`src/rtl/ahb_pkg.sv`:
```
// Shared AHB types plus the arbiter's state encoding and burst-length decode.
package ahb_pkg;

   typedef enum logic [1:0] {
      IDLE   = 2'b00,
      BUSY   = 2'b01,
      NONSEQ = 2'b10,
      SEQ    = 2'b11
   } trans_t;

   typedef enum logic [2:0] {
      SINGLE = 3'd0,
      INCR   = 3'd1,
      WRAP4  = 3'd2,
      INCR4  = 3'd3,
      WRAP8  = 3'd4,
      INCR8  = 3'd5,
      WRAP16 = 3'd6,
      INCR16 = 3'd7
   } burst_t;

   typedef enum logic [1:0] {
      ARB_PARK,
      ARB_BURST,
      ARB_UNDEF
   } arb_state_t;

   localparam int unsigned BEAT_W = 5;

   // Zero marks bursts with no fixed length (SINGLE, INCR).
   function automatic logic [BEAT_W-1:0] burst_len(input burst_t b);
      case (b)
         WRAP4, INCR4:   burst_len = BEAT_W'(4);
         WRAP8, INCR8:   burst_len = BEAT_W'(8);
         WRAP16, INCR16: burst_len = BEAT_W'(16);
         default:        burst_len = '0;
      endcase
   endfunction

endpackage

```
`src/rtl/ahb_arbiter_rr_pick.sv`:
```
// Round-robin pick: first requester after 'last', wrapping to 'last'; parks on 'last' if none request.
module ahb_rr_pick #(
   parameter int unsigned N  = 2,
   parameter int unsigned MW = $clog2(N)
) (
   input  logic [N-1:0]  req,
   input  logic [MW-1:0] last,
   output logic [MW-1:0] next
);

   logic [MW-1:0] idx;

   // Scan from farthest to nearest so the nearest requester overwrites the rest.
   always_comb begin
      next = last;
      idx  = '0;
      for (int unsigned i = N; i >= 1; i--) begin
         idx = MW'((32'(last) + i) % N);
         if (req[idx]) next = idx;
      end
   end

endmodule

```
`src/rtl/ahb_arbiter.sv`:
```
// AHB bus arbiter: burst-aware round-robin grant with address- and data-phase owner tracking.
module ahb_arbiter
   import ahb_pkg::*;
#(
   parameter int unsigned N  = 2,
   parameter int unsigned MW = $clog2(N)
) (
   input  logic             clk,
   input  logic             reset,
   input  logic [N-1:0]     hbusreq,
   input  trans_t [N-1:0]   htrans,
   input  burst_t [N-1:0]   hburst,
   input  logic             hready,
   output logic [N-1:0]     hgrant,
   output logic [MW-1:0]    hmaster,
   output logic [MW-1:0]    hmaster_d
);

   arb_state_t        state_q, state_d;
   logic [BEAT_W-1:0] cnt_q, cnt_d;
   logic [BEAT_W-1:0] len_q, len_d;
   logic [MW-1:0]     owner_q, owner_d;
   logic [MW-1:0]     downer_q, downer_d;
   logic [N-1:0]      grant_q, grant_d;
   logic [MW-1:0]     rr_next;
   logic [BEAT_W-1:0] nonseq_len;
   logic              restart;
   trans_t            o_trans;
   burst_t            o_burst;

   ahb_rr_pick #(.N(N), .MW(MW)) u_rr (
      .req  (hbusreq),
      .last (owner_q),
      .next (rr_next)
   );

   always_comb begin
      o_trans    = htrans[owner_q];
      o_burst    = hburst[owner_q];
      nonseq_len = burst_len(o_burst);
      state_d    = state_q;
      cnt_d      = cnt_q;
      len_d      = len_q;
      owner_d    = owner_q;
      downer_d   = downer_q;
      grant_d    = grant_q;
      restart    = 1'b0;

      if (hready) begin
         downer_d = owner_q;
         case (state_q)
            ARB_PARK: restart = 1'b1;
            ARB_BURST: begin
               case (o_trans)
                  SEQ: begin
                     if (cnt_q == len_q - BEAT_W'(1)) state_d = ARB_PARK;
                     else                             cnt_d   = cnt_q + BEAT_W'(1);
                  end
                  BUSY:    cnt_d   = cnt_q;
                  IDLE:    state_d = ARB_PARK;
                  default: restart = 1'b1;
               endcase
            end
            ARB_UNDEF: begin
               if (!hbusreq[owner_q] || o_trans == IDLE) state_d = ARB_PARK;
               else if (o_trans == NONSEQ)                restart = 1'b1;
            end
            default: state_d = ARB_PARK;
         endcase

         // A NONSEQ seen while parked or terminating a burst is classified in the same cycle.
         if (restart) begin
            state_d = ARB_PARK;
            if (o_trans == NONSEQ) begin
               if (nonseq_len != '0) begin
                  state_d = ARB_BURST;
                  cnt_d   = BEAT_W'(1);
                  len_d   = nonseq_len;
               end else if (o_burst == INCR) begin
                  state_d = ARB_UNDEF;
               end
            end
         end

         if (state_d == ARB_PARK) begin
            cnt_d            = '0;
            owner_d          = rr_next;
            grant_d          = '0;
            grant_d[rr_next] = 1'b1;
         end
      end
   end

   always_ff @(posedge clk or posedge reset) begin
      if (reset) begin
         state_q  <= ARB_PARK;
         cnt_q    <= '0;
         len_q    <= '0;
         owner_q  <= '0;
         downer_q <= '0;
         grant_q  <= {{(N-1){1'b0}}, 1'b1};
      end else begin
         state_q  <= state_d;
         cnt_q    <= cnt_d;
         len_q    <= len_d;
         owner_q  <= owner_d;
         downer_q <= downer_d;
         grant_q  <= grant_d;
      end
   end

   assign hgrant    = grant_q;
   assign hmaster   = owner_q;
   assign hmaster_d = downer_q;

endmodule

```
`config.mk`:
```
export PLATFORM = sky130hd
export DESIGN_NAME = ahb_arbiter
export DESIGN_NICKNAME = d
export VERILOG_FILES = /design/src/rtl/ahb_pkg.sv /design/src/rtl/ahb_arbiter_rr_pick.sv /design/src/rtl/ahb_arbiter.sv
export SDC_FILE = /design/constraint.sdc
export NUM_CORES = 1
export LEC_CHECK = 0
export BUFFER_PORTS_ARGS = -buffer_cell sky130_fd_sc_hd__clkbuf_2
export CORE_UTILIZATION = 56
export CTS_BUF_LIST = sky130_fd_sc_hd__clkbuf_4
export CTS_CLUSTER_SIZE = 40
export DETAILED_ROUTE_END_ITERATION = 8
export PLACE_DENSITY = 0.77
export SYNTH_ARGS = -nofsm -noshare
export SYNTH_HDL_FRONTEND = slang
export SYNTH_HIERARCHICAL = 1
export SYNTH_SLANG_ARGS = --single-unit
```
`constraint.sdc`:
```
create_clock -name clk -period 2.9 [get_ports clk]
set_input_delay 0.725 -clock clk [delete_from_list [all_inputs] [get_ports clk]]
set_output_delay 0.725 -clock clk [all_outputs]
set_load 0.02 [all_outputs]
```
* Word-level counts from Yosys, hierarchy flattened
Cells that the tools add are included.
** Storage, ports and cells
- Memory bits (writable) :: 0
- Logic and storage cells :: 77
- Register bits after elaboration :: 16
- Memories :: 0
- ROM bits :: 0
- Output and inout port bits :: 4
- Latch bits :: 0
- Input bits :: 15
** Operators by class
- Div/mod/pow operators :: 0
- Add/sub/neg operators :: 4
- Multipliers :: 0
- $lt $le $gt $ge :: 5
- Eq/ne operators :: 13
- Bitwise gates (word level) :: 0
- Shift-type cells :: 0
- Multiplexer cells :: 36
- Reductions and logical operators :: 13
** Operators by type and width (count)
- 5-bit 2-to-1 mux :: 7
- 2-bit 2-to-1 mux :: 9
- 5-bit case mux with 3 select lines :: 1
- 1-bit 2-to-1 mux :: 13
- 3-bit equality test (second input constant) :: 4
- 1-bit by 2-bit less-than comparator with 1-bit output (second input constant) :: 4
- 2-bit equality test (second input constant) :: 3
- 3-bit by 2-bit equality test with 1-bit output (second input constant) :: 2
- 2-bit logical NOT :: 3
- 3-bit 2-to-1 mux :: 2
- 2-bit case mux with 3 select lines :: 1
- 2-bit OR reduction :: 3
- 5-bit by 1-bit adder with 5-bit output (second input constant) :: 1
- 5-bit equality test :: 1
- 5-bit nonzero test :: 1
- 5-bit by 1-bit subtractor with 5-bit output (second input constant) :: 1
- 2-bit by 1-bit equality test with 1-bit output (second input constant) :: 2
- 2-bit case mux with 2 select lines :: 1
- 4-bit AND reduction :: 1
- 3-bit by 1-bit equality test with 1-bit output (second input constant) :: 1
- 1-bit case mux with 3 select lines :: 1
- 3-bit OR reduction :: 1
- 1-bit adder (second input constant) :: 2
- 2-bit AND reduction :: 1
- 5 further kinds :: 5

* Longest topological paths before layout
Gate-level depths: netlist of the first run.
- Depth after elaboration :: 12
- Mapped depth :: 10
- Gate-level depth less buffers :: 9

* Cells and area by module
The synthesis of the first run kept the hierarchy.
** By module, submodules not included
- ahb_arbiter :: area an instance 923.4 um^2, instances 1, cells each 96, sequential area each 326.6 um^2
- ahb_rr_pick :: area an instance 13.8 um^2, instances 1, cells each 2, sequential area each 0.0 um^2

* Least setup slack after synthesis of the first run
Ideal clock, no wire load.
- Path kind :: reg2reg
- Start :: register owner_q, in the netlist hmaster
- End :: register owner_q, in the netlist hmaster
- Required time :: 2.775 ns
- Period minus slack after synthesis :: 2.519 ns
- Path buffers :: 2
- Data arrival time :: 2.394 ns
- Slack :: 0.381 ns
- Stages on the path, launching flop included :: 11
- Setup time :: 0.125 ns
- Cell sequence :: dfrtp_1 buf_6 mux2i_1 inv_1 ha_1 clkbuf_1 nor4b_1 o21ai_2 o21a_1 nand2_1 mux2_2
** Between the ends
- Cells in the longest elaborated chain, start to end :: 12
- Elaborated cells between the ends (all ways) :: 48
- Those cells by class :: 2 x add/sub; 10 x eq/ne; 26 x mux; 10 x reduce/logical
** Ends and longest elaborated chain
- start, declared :: RTL line ahb_arbiter.sv:22 : logic [MW-1:0] owner_q, owner_d;
- start signal, assigned :: RTL line ahb_arbiter.sv:106 : owner_q <= owner_d;
- 3-bit 2-to-1 mux (implied by the code) (2 in a row) :: RTL line ahb_arbiter.sv:39 : o_burst = hburst[owner_q];
- 3-bit equality test / 3-bit by 2-bit equality test with 1-bit output (equally long branches) :: RTL line ahb_pkg.sv:32 : case (b)
- 2-bit OR reduction :: RTL line ahb_pkg.sv:32
- 5-bit case mux with 3 select lines :: RTL line ahb_pkg.sv:32
- 5-bit nonzero test :: RTL line ahb_arbiter.sv:75 : if (nonseq_len != '0) begin
- 2-bit 2-to-1 mux :: RTL line ahb_arbiter.sv:75
- 2-bit 2-to-1 mux :: RTL line ahb_arbiter.sv:74 : if (o_trans == NONSEQ) begin
- 2-bit 2-to-1 mux :: RTL line ahb_arbiter.sv:72 : if (restart) begin
- 2-bit 2-to-1 mux :: RTL line ahb_arbiter.sv:49 : if (hready) begin
- 2-bit logical NOT :: RTL line ahb_arbiter.sv:85 : if (state_d == ARB_PARK) begin
- 2-bit AND reduction (no line)
Several ways; a longest one is shown, not always the timed one. The select of a mux whose other input is x is not followed.
A chain may end at the register's enable or synchronous reset.

* Final worst setup path of the first run
- Start :: input port htrans[3] in the netlist's numbering
- End :: register cnt_q[4]
** Between the ends
- Cells in the longest elaborated chain, start to end :: 11
- Elaborated cells between the ends (all ways) :: 26
- Those cells by class :: 3 x eq/ne; 19 x mux; 4 x reduce/logical
** Ends and longest elaborated chain
- start, declared :: RTL line ahb_arbiter.sv:11 : input trans_t [N-1:0] htrans,
- 2-bit 2-to-1 mux (implied by the code) * (2 in a row) :: RTL line ahb_arbiter.sv:38 : o_trans = htrans[owner_q];
- 2-bit equality test (tied with other cells) :: RTL line ahb_arbiter.sv:54 : case (o_trans)
- 3-bit OR reduction (no line) (tied with other cells)
- 1-bit 2-to-1 mux, on equally long branches :: RTL line ahb_arbiter.sv:54, ahb_arbiter.sv:65
- 1-bit case mux with 3 select lines :: RTL line ahb_arbiter.sv:51 : case (state_q)
- 1-bit 2-to-1 mux :: RTL line ahb_arbiter.sv:49
- 2-bit 2-to-1 mux :: RTL line ahb_arbiter.sv:72
- 2-bit 2-to-1 mux :: RTL line ahb_arbiter.sv:49
- 2-bit logical NOT :: RTL line ahb_arbiter.sv:85
- 5-bit 2-to-1 mux * :: RTL line ahb_arbiter.sv:85
- end signal, assigned :: RTL line ahb_arbiter.sv:104 : cnt_q <= cnt_d;
- end, declared :: RTL line ahb_arbiter.sv:20 : logic [BEAT_W-1:0] cnt_q, cnt_d;
Every way passes the cells marked *; elsewhere a longest branch is shown, timed or not. The select of a mux whose other input is x is not followed.

==> metrics.txt, run 1 <==
relative slew slack 65.9%; CP top delay family compound AO/OA/AOI/OAI gates; chip width 42.9 µm; Die Y-Extent 42.9 µm; Antenna Nets Post-Route 0; # setup viols final 0; FP Rows 14; Total GRT Usage between 20 and 25%; crit-path max FO 4; Core Util, Final between 60% and 70%; Final nets 138; Clock Path Buffers 2; gpl congestion 0.792; starting density of the core 60.8%; final slew viol count 0; largest net degree at the start of global routing 14; crit-path cells clkbuf_2 -> mux2i_1 -> inv_1 -> ha_1 -> nor4b_1 -> o21ai_2 -> a22oi_4 -> nand2_2 -> o311ai_1; clock latency on the worst-skew pair ~280 ps; CP Capture Type flop; Syn Inst Count 98; Yosys top cell area share 32.0%; number of global-route vias before repair 738; antenna cells 0; CP Launch Type input pin; crit path kind input pin to flop; total congestion overflow 0; pre-CTS setup slack 323 ps; Synth Net Count 118; critical path's slowest cell nor4b_1; post-route minimum period 2300 ps; setup TNS 0 ps; Max H-tree Level 1; HPWL reported at the end of detailed placement 1480 µm; FF-to-FF Start hmaster; hold buffers post-CTS 0; Post-synth EDFFs 0; Clock Skew roughly 6.0 ps; Top FF cell, synth dfrtp_1; dominant cell type by area after synthesis dfrtp_1; PostCTS Resize Cnt 0; io pins 19; PwrDens 969 mW/mm²; Yosys warning total 6; setup ws final 596 ps; Worst setup startpoint htrans[3]; Arrival @ worst endpoint roughly 2500 ps; overall power 1.03 mW; Root Driver clkbuf_4; number of post-CTS setup repair buffers 0; Vias 776; initial DRC count 8; dominant cells by area after synthesis dfrtp_1 (32%), mux2i_1 (8.5%), ha_1 (6.7%); cell leakage power 0.533 nW; fillers 121; Vias/cell 5.83; CTS sink cnt 13; Non-Filler Instances ~130; worst path bufs/invs 2; Synth Cell Area 937 µm²; CTS clk-pin slew, worst paths 90 ps; number of CTS-inserted buffers 3; sequential-to-total area share from yosys stat 34.8%; FF+latch count, synth 13; global-route wire length before repair roughly 3200 µm; Die ar. 0.00184 mm²; initial antenna violation count 0; IR drop worst, VDD 0.635 mV; Worst Path Required about 3100 ps; drt drc 0; Max stage delay on crit path approximately 370 ps; RSZ-0062 raised after global routing no; FFs w/ async S/R, synth 100%; status finished clean; Final Cell Area 0.00106 mm²; syn avg cell area roughly 9.6 µm²; Hold WC Path Type input pin to async pin; PortBufs 18; CTS tree yes; Netlist cell types 35; DR WL/cell 14.1 µm; max-cap viol count 0; final hold slack 444 ps; Register Area 327 µm²; first-pass iteration count of the detailed router 4; area of the multi-input gates 546 µm²; layout cell share with drive strength beyond 1 28.2%; placed cell count 129; Area after DPL 0.00103 mm²; FMAX 434 MHz; core footprint 0.00154 mm²; WL final 1870 µm; Tcrit/Tclk final 79.4%; Area Overhead vs Synth 13.2%; Final Hold Fails 0; Worst Max-Slew Pin Slew 510 ps
-- path summary, 6_finish.rpt --
| path | end | slack, ps | cells after the start |
|---|---|---|---|
| setup / recovery | cnt_q[4] | 600 | 9 |
| hold / removal | hmaster | 440 | 2 |
| setup reg to reg | cnt_q[4] | 640 | 8 |
| hold reg to reg | hgrant[0] | 480 | 2 |
| max in group asynchronous | hgrant[0] | 2090 | 2 |
| min in group clk | hgrant[0] | 480 | 2 |
-- Yosys cell counts (2+ instances only) --
library cell	instances
dfrtp_1	12
inv_1	9
mux2i_1	8
nand2_1	8
o21ai_0	7
ha_1	5
a21oi_1	4
nand3_1	4
nand4_1	4
nor2_1	4
nand2b_1	3
clkbuf_1	2
mux2_2	2
o21ai_2	2
o311ai_1	2
o31ai_1	2
xor2_1	2
-- worst reg2reg max path: cells and delay by family (launching register included) --
kind | cells | cell delay [ps]
AOI/OAI and AO/OA | 3 | 700
adders and majority gates | 1 | 200
buffers and inverters | 1 | 100
DFF | 1 | 410
muxes | 1 | 290
and+or+nand+nor | 2 | 470
-- logic make-up after synthesis --
| family | Yosys count | share of synthesized area [%] |
|---|---|---|
| compound gates | 24 | 19.9 |
| buf+inv | 14 | 6.94 |
| simple gates | 29 | 16.4 |
| fa+ha+maj | 5 | 6.68 |
| flops | 13 | 34.8 |
| mux | 10 | 10.9 |
| xor+xnor | 3 | 4.27 |
-- cell usage in the layout (no fill, tap or decap), types with 2 or more instances in the layout --
| cell type | n |
|---|---|
| a21oi_1 | 4 |
| buf_4 | 2 |
| clkbuf_2 | 18 |
| clkbuf_4 | 4 |
| dfrtp_1 | 12 |
| ha_1 | 5 |
| inv_1 | 9 |
| mux2_2 | 2 |
| mux2i_1 | 8 |
| nand2_1 | 8 |
| nand2b_1 | 3 |
| nand3_1 | 4 |
| nand4_1 | 4 |
| nor2_1 | 4 |
| o21ai_0 | 7 |
| o21ai_2 | 2 |
| o311ai_1 | 2 |
| o31ai_1 | 2 |
| xor2_1 | 2 |
-- registers in the layout, summed over array words and instances, names as in the netlist --
| signal | cells |
|---|---|
| cnt_q | 5 |
| len_q | 3 |
| state_q | 2 |
| hgrant | 1 |
| hmaster | 1 |
| hmaster_d | 1 |
-- where the power goes --
group	internal, mW	switching, mW
Sequential	0.253	0.0662
Clock	0.0626	0.0642
Combinational	0.274	0.309
Total	0.589	0.439
-- metal layers --
| layer | global-route usage, % | vias up | part of all wire, % |
|---|---|---|---|
| met4 | 5.63 | 0 | 0.53 |
| met1 | 32.0 | 365 | 49 |
| met5 | 0 | - | 0 |
| met2 | 36.1 | 17 | 47 |
| met3 | 5.11 | 2 | 3.4 |
| li1 | - | 392 | - |
-- cell type report --
| type | instances | area share, % |
|---|---|---|
| Sequential cell | 13 | 30.8 |
| Clock buffer | 4 | 2.83 |
| Timing Repair Buffer | 20 | 9.91 |
| Tap cell | 16 | 1.89 |
| Multi-Input combinational cell | 71 | 51.4 |
| Inverter | 9 | 3.18 |
Power figures use the tool's default switching activity.
==> run 2, diff against run 1 <==
--- a/config.mk
+++ b/config.mk
@@ -5,8 +5,9 @@
 export SDC_FILE = /design/constraint.sdc
 export NUM_CORES = 1
 export LEC_CHECK = 0
+export ABC_AREA = 1
 export BUFFER_PORTS_ARGS = -buffer_cell sky130_fd_sc_hd__clkbuf_2
-export CORE_UTILIZATION = 56
+export CORE_UTILIZATION = 57
 export CTS_BUF_LIST = sky130_fd_sc_hd__clkbuf_4
 export CTS_CLUSTER_SIZE = 40
 export DETAILED_ROUTE_END_ITERATION = 8
==> constraint.sdc (replaced) <==
create_clock -name clk -period 2.35 [get_ports clk]
set_input_delay 0.5875 -clock clk [delete_from_list [all_inputs] [get_ports clk]]
set_output_delay 0.5875 -clock clk [all_outputs]
set_load 0.02 [all_outputs]
==> run 2 against run 1 <==
Compared with the run above:
- register-to-register slack lost 420 ps
- clock power grew 17%
- first-iteration DRC count grew to 3.5 times the previous value
- critical path type is now flop to flop
- combinational power grew 27%
- final cell count grew 50%
- flip-flop and latch count is the same
- hold slack lost 140 ps
- cell area grew 12%
==> metrics.txt, run 2 <==
status finished clean; gpl congestion about 0.80; fillers 172; final slew viol count 0; PortBufs 18; Die ar. 0.00204 mm²; number of post-CTS setup repair buffers 0; commonest cells in the netlist nand2_1 (53), inv_1 (22), nand3_1 (18); Worst Max-Slew Pin Slew between 500 and 600 ps; number of global-route vias before repair 886; Synth Cell Area 0.00106 mm²; FFs w/ async S/R, synth 100%; max-cap viol count 0; Arrival @ worst endpoint around 2300 ps; Final Hold Fails 0; simple-gate share of the synthesized area 44.6%; CTS sink cnt 13; Post-synth EDFFs 0; clock latency on the worst-skew pair 270 ps; Yosys warning total 6; WL final 2060 µm; Antenna Nets Post-Route 0; Worst Path Required 2510 ps; dominant cells by area after synthesis dfrtp_1 (28%), nand2_1 (19%), nand3_1 (8.5%); RSZ-0062 raised after global routing no; Top FF cell, synth dfrtp_1; PostCTS Resize Cnt 0; chip width around 45 µm; overall power around 1.2 mW; Yosys top cell area share 28.2%; number of CTS-inserted buffers 3; Root Driver clkbuf_4; initial antenna violation count 0; Clock Skew 3.90 ps; first-pass iteration count of the detailed router 4; CTS tree yes; # setup viols final 0; Tcrit/Tclk final 90.6%; max reg flops 5; setup ws final 222 ps; Netlist cell types 26; hold buffers post-CTS 0; Top reg by flops cnt_q; starting density of the core 60.9%; Syn Inst Count roughly 150; Max H-tree Level 1; Final nets about 200; initial DRC count 28; io pins 19; PwrDens 1040 mW/mm²; core footprint approximately 0.0017 mm²; Synth Area in Compound Gates 5.53%; Synth Net Count about 170; Core Util, Final slightly below 70%; cell leakage power 0.671 nW; Total GRT Usage 23.7%; HPWL reported at the end of detailed placement 1700 µm; pre-CTS setup slack 60.7 ps; CTS clk-pin slew, worst paths roughly 80 ps; Vias 986; FMAX ~470 MHz; FF+latch count, synth 13; Hold WC Path Type input pin to async pin; drt drc 0; post-route minimum period approximately 2100 ps; Vias/cell between 4 and 5; global-route wire length before repair between 3000 and 4000 µm; largest net degree at the start of global routing 14; sequential-to-total area share from yosys stat between 30% and 40%; CP Launch Type flop; IR drop worst, VDD 0.610 mV; dominant cell type by area after synthesis dfrtp_1; multiplexer share of the synthesized area 0%; DR WL/cell 10.4 µm; Clock Path Buffers 2; Area Overhead vs Synth 11.9%; setup TNS 0 ps; crit-path max FO 6; FP Rows 15; count leader, synth nand2_1; main combinational cell family by area after synthesis simple AND/OR/NAND/NOR gates; relative slew slack 66.4%; commonest non-fill, non-tap cell in the layout nand2_1; antenna cells 0; syn avg cell area 6.91 µm²; total congestion overflow 0; layout cell share with drive strength beyond 1 24.7%; Top Registers cnt_q (5), len_q (3), state_q (2); commonest non-fill, non-tap cells in the layout nand2_1 (53), inv_1 (22), nand3_1 (18), clkbuf_2 (18), dfrtp_1 (12); CP Capture Type flop; xor/xnor share of the synthesized area 0.824%; crit path kind flop to flop; Die Y-Extent 45.2 µm; Synth Area in Adders 5.88%
[run 2: cell count changes after synthesis, moves of 4 or more]
cell	delta
nand3_1	+14
nand2_4	+4
mux2i_1	-8
inv_1	+13
nand2_1	+45
[run 2: cells by family after synthesis]
family                     count (synthesis)
buffers and inverters                     28
xor gates and xnor gates                   1
adders and majority gates                  5
and+or+nand+nor                           98
AOI/OAI and AO/OA                          9
DFF                                       13
[run 2: stage by stage]
stage          instance area [µm²]  hold slack [ps]  cells
2_1_floorplan                 1060              459    154
3_3_place_gp                  1160              455    195
3_5_place_dp                  1160              463    195
4_1_cts                       1190              321    199
5_1_grt                       1190              362    199
6_report                      1190              308    199
[run 2: final timing paths]
kind,from,to,slack (ps),depth (start not counted)
hold reg to reg,hgrant[0],hgrant[0],470,2
setup reg to reg,hmaster,hmaster,220,13
max in group asynchronous,reset,hgrant[0],1680,2
min in group clk,hgrant[0],hgrant[0],470,2
setup / recovery,hmaster,hmaster,220,13
hold / removal,reset,len_q[3],310,2
[run 2: report_power, final]
| group | internal (mW) | switching [mW] |
|---|---|---|
| Clock | 0.0772 | 0.0716 |
| Combinational | 0.270 | 0.470 |
| Sequential | 0.294 | 0.0573 |
[run 2: layer usage]
layer / routed length (µm) / up-vias / global-route usage [%] / share of wire, %
li1: - / 523 / - / -
met2: 1050 / 19 / 44.3 / 51
met5: 0 / - / 0 / 0
met4: 22 / 0 / 7.27 / 1.1
met1: 916 / 440 / 28.1 / 44
met3: 70 / 4 / 2.40 / 3.4
[run 2: cell type report]
| class | count | area, µm² | share of cell area [%] |
|---|---|---|---|
| clock buffer | 4 | 30.0 | 2.52 |
| inverter | 24 | 92.6 | 7.78 |
| multi-input combinational | 113 | 604 | 50.8 |
| sequential | 13 | 327 | 27.4 |
| tap | 25 | 31.3 | 2.63 |
| timing repair buffer | 20 | 105 | 8.83 |
[run 2: worst max-delay path, cell delays in order, from the launching register on]
cell and delay [ps]:
dfrtp_1 450, inv_4 70, or2_2 270, o21ai_0 100
inv_1 100, ha_1 180, inv_1 150, nor2_1 70
nand2_1 80, nand2_1 110, o21bai_4 210, nand3_2 110
nand2_1 60, nand2_1 40
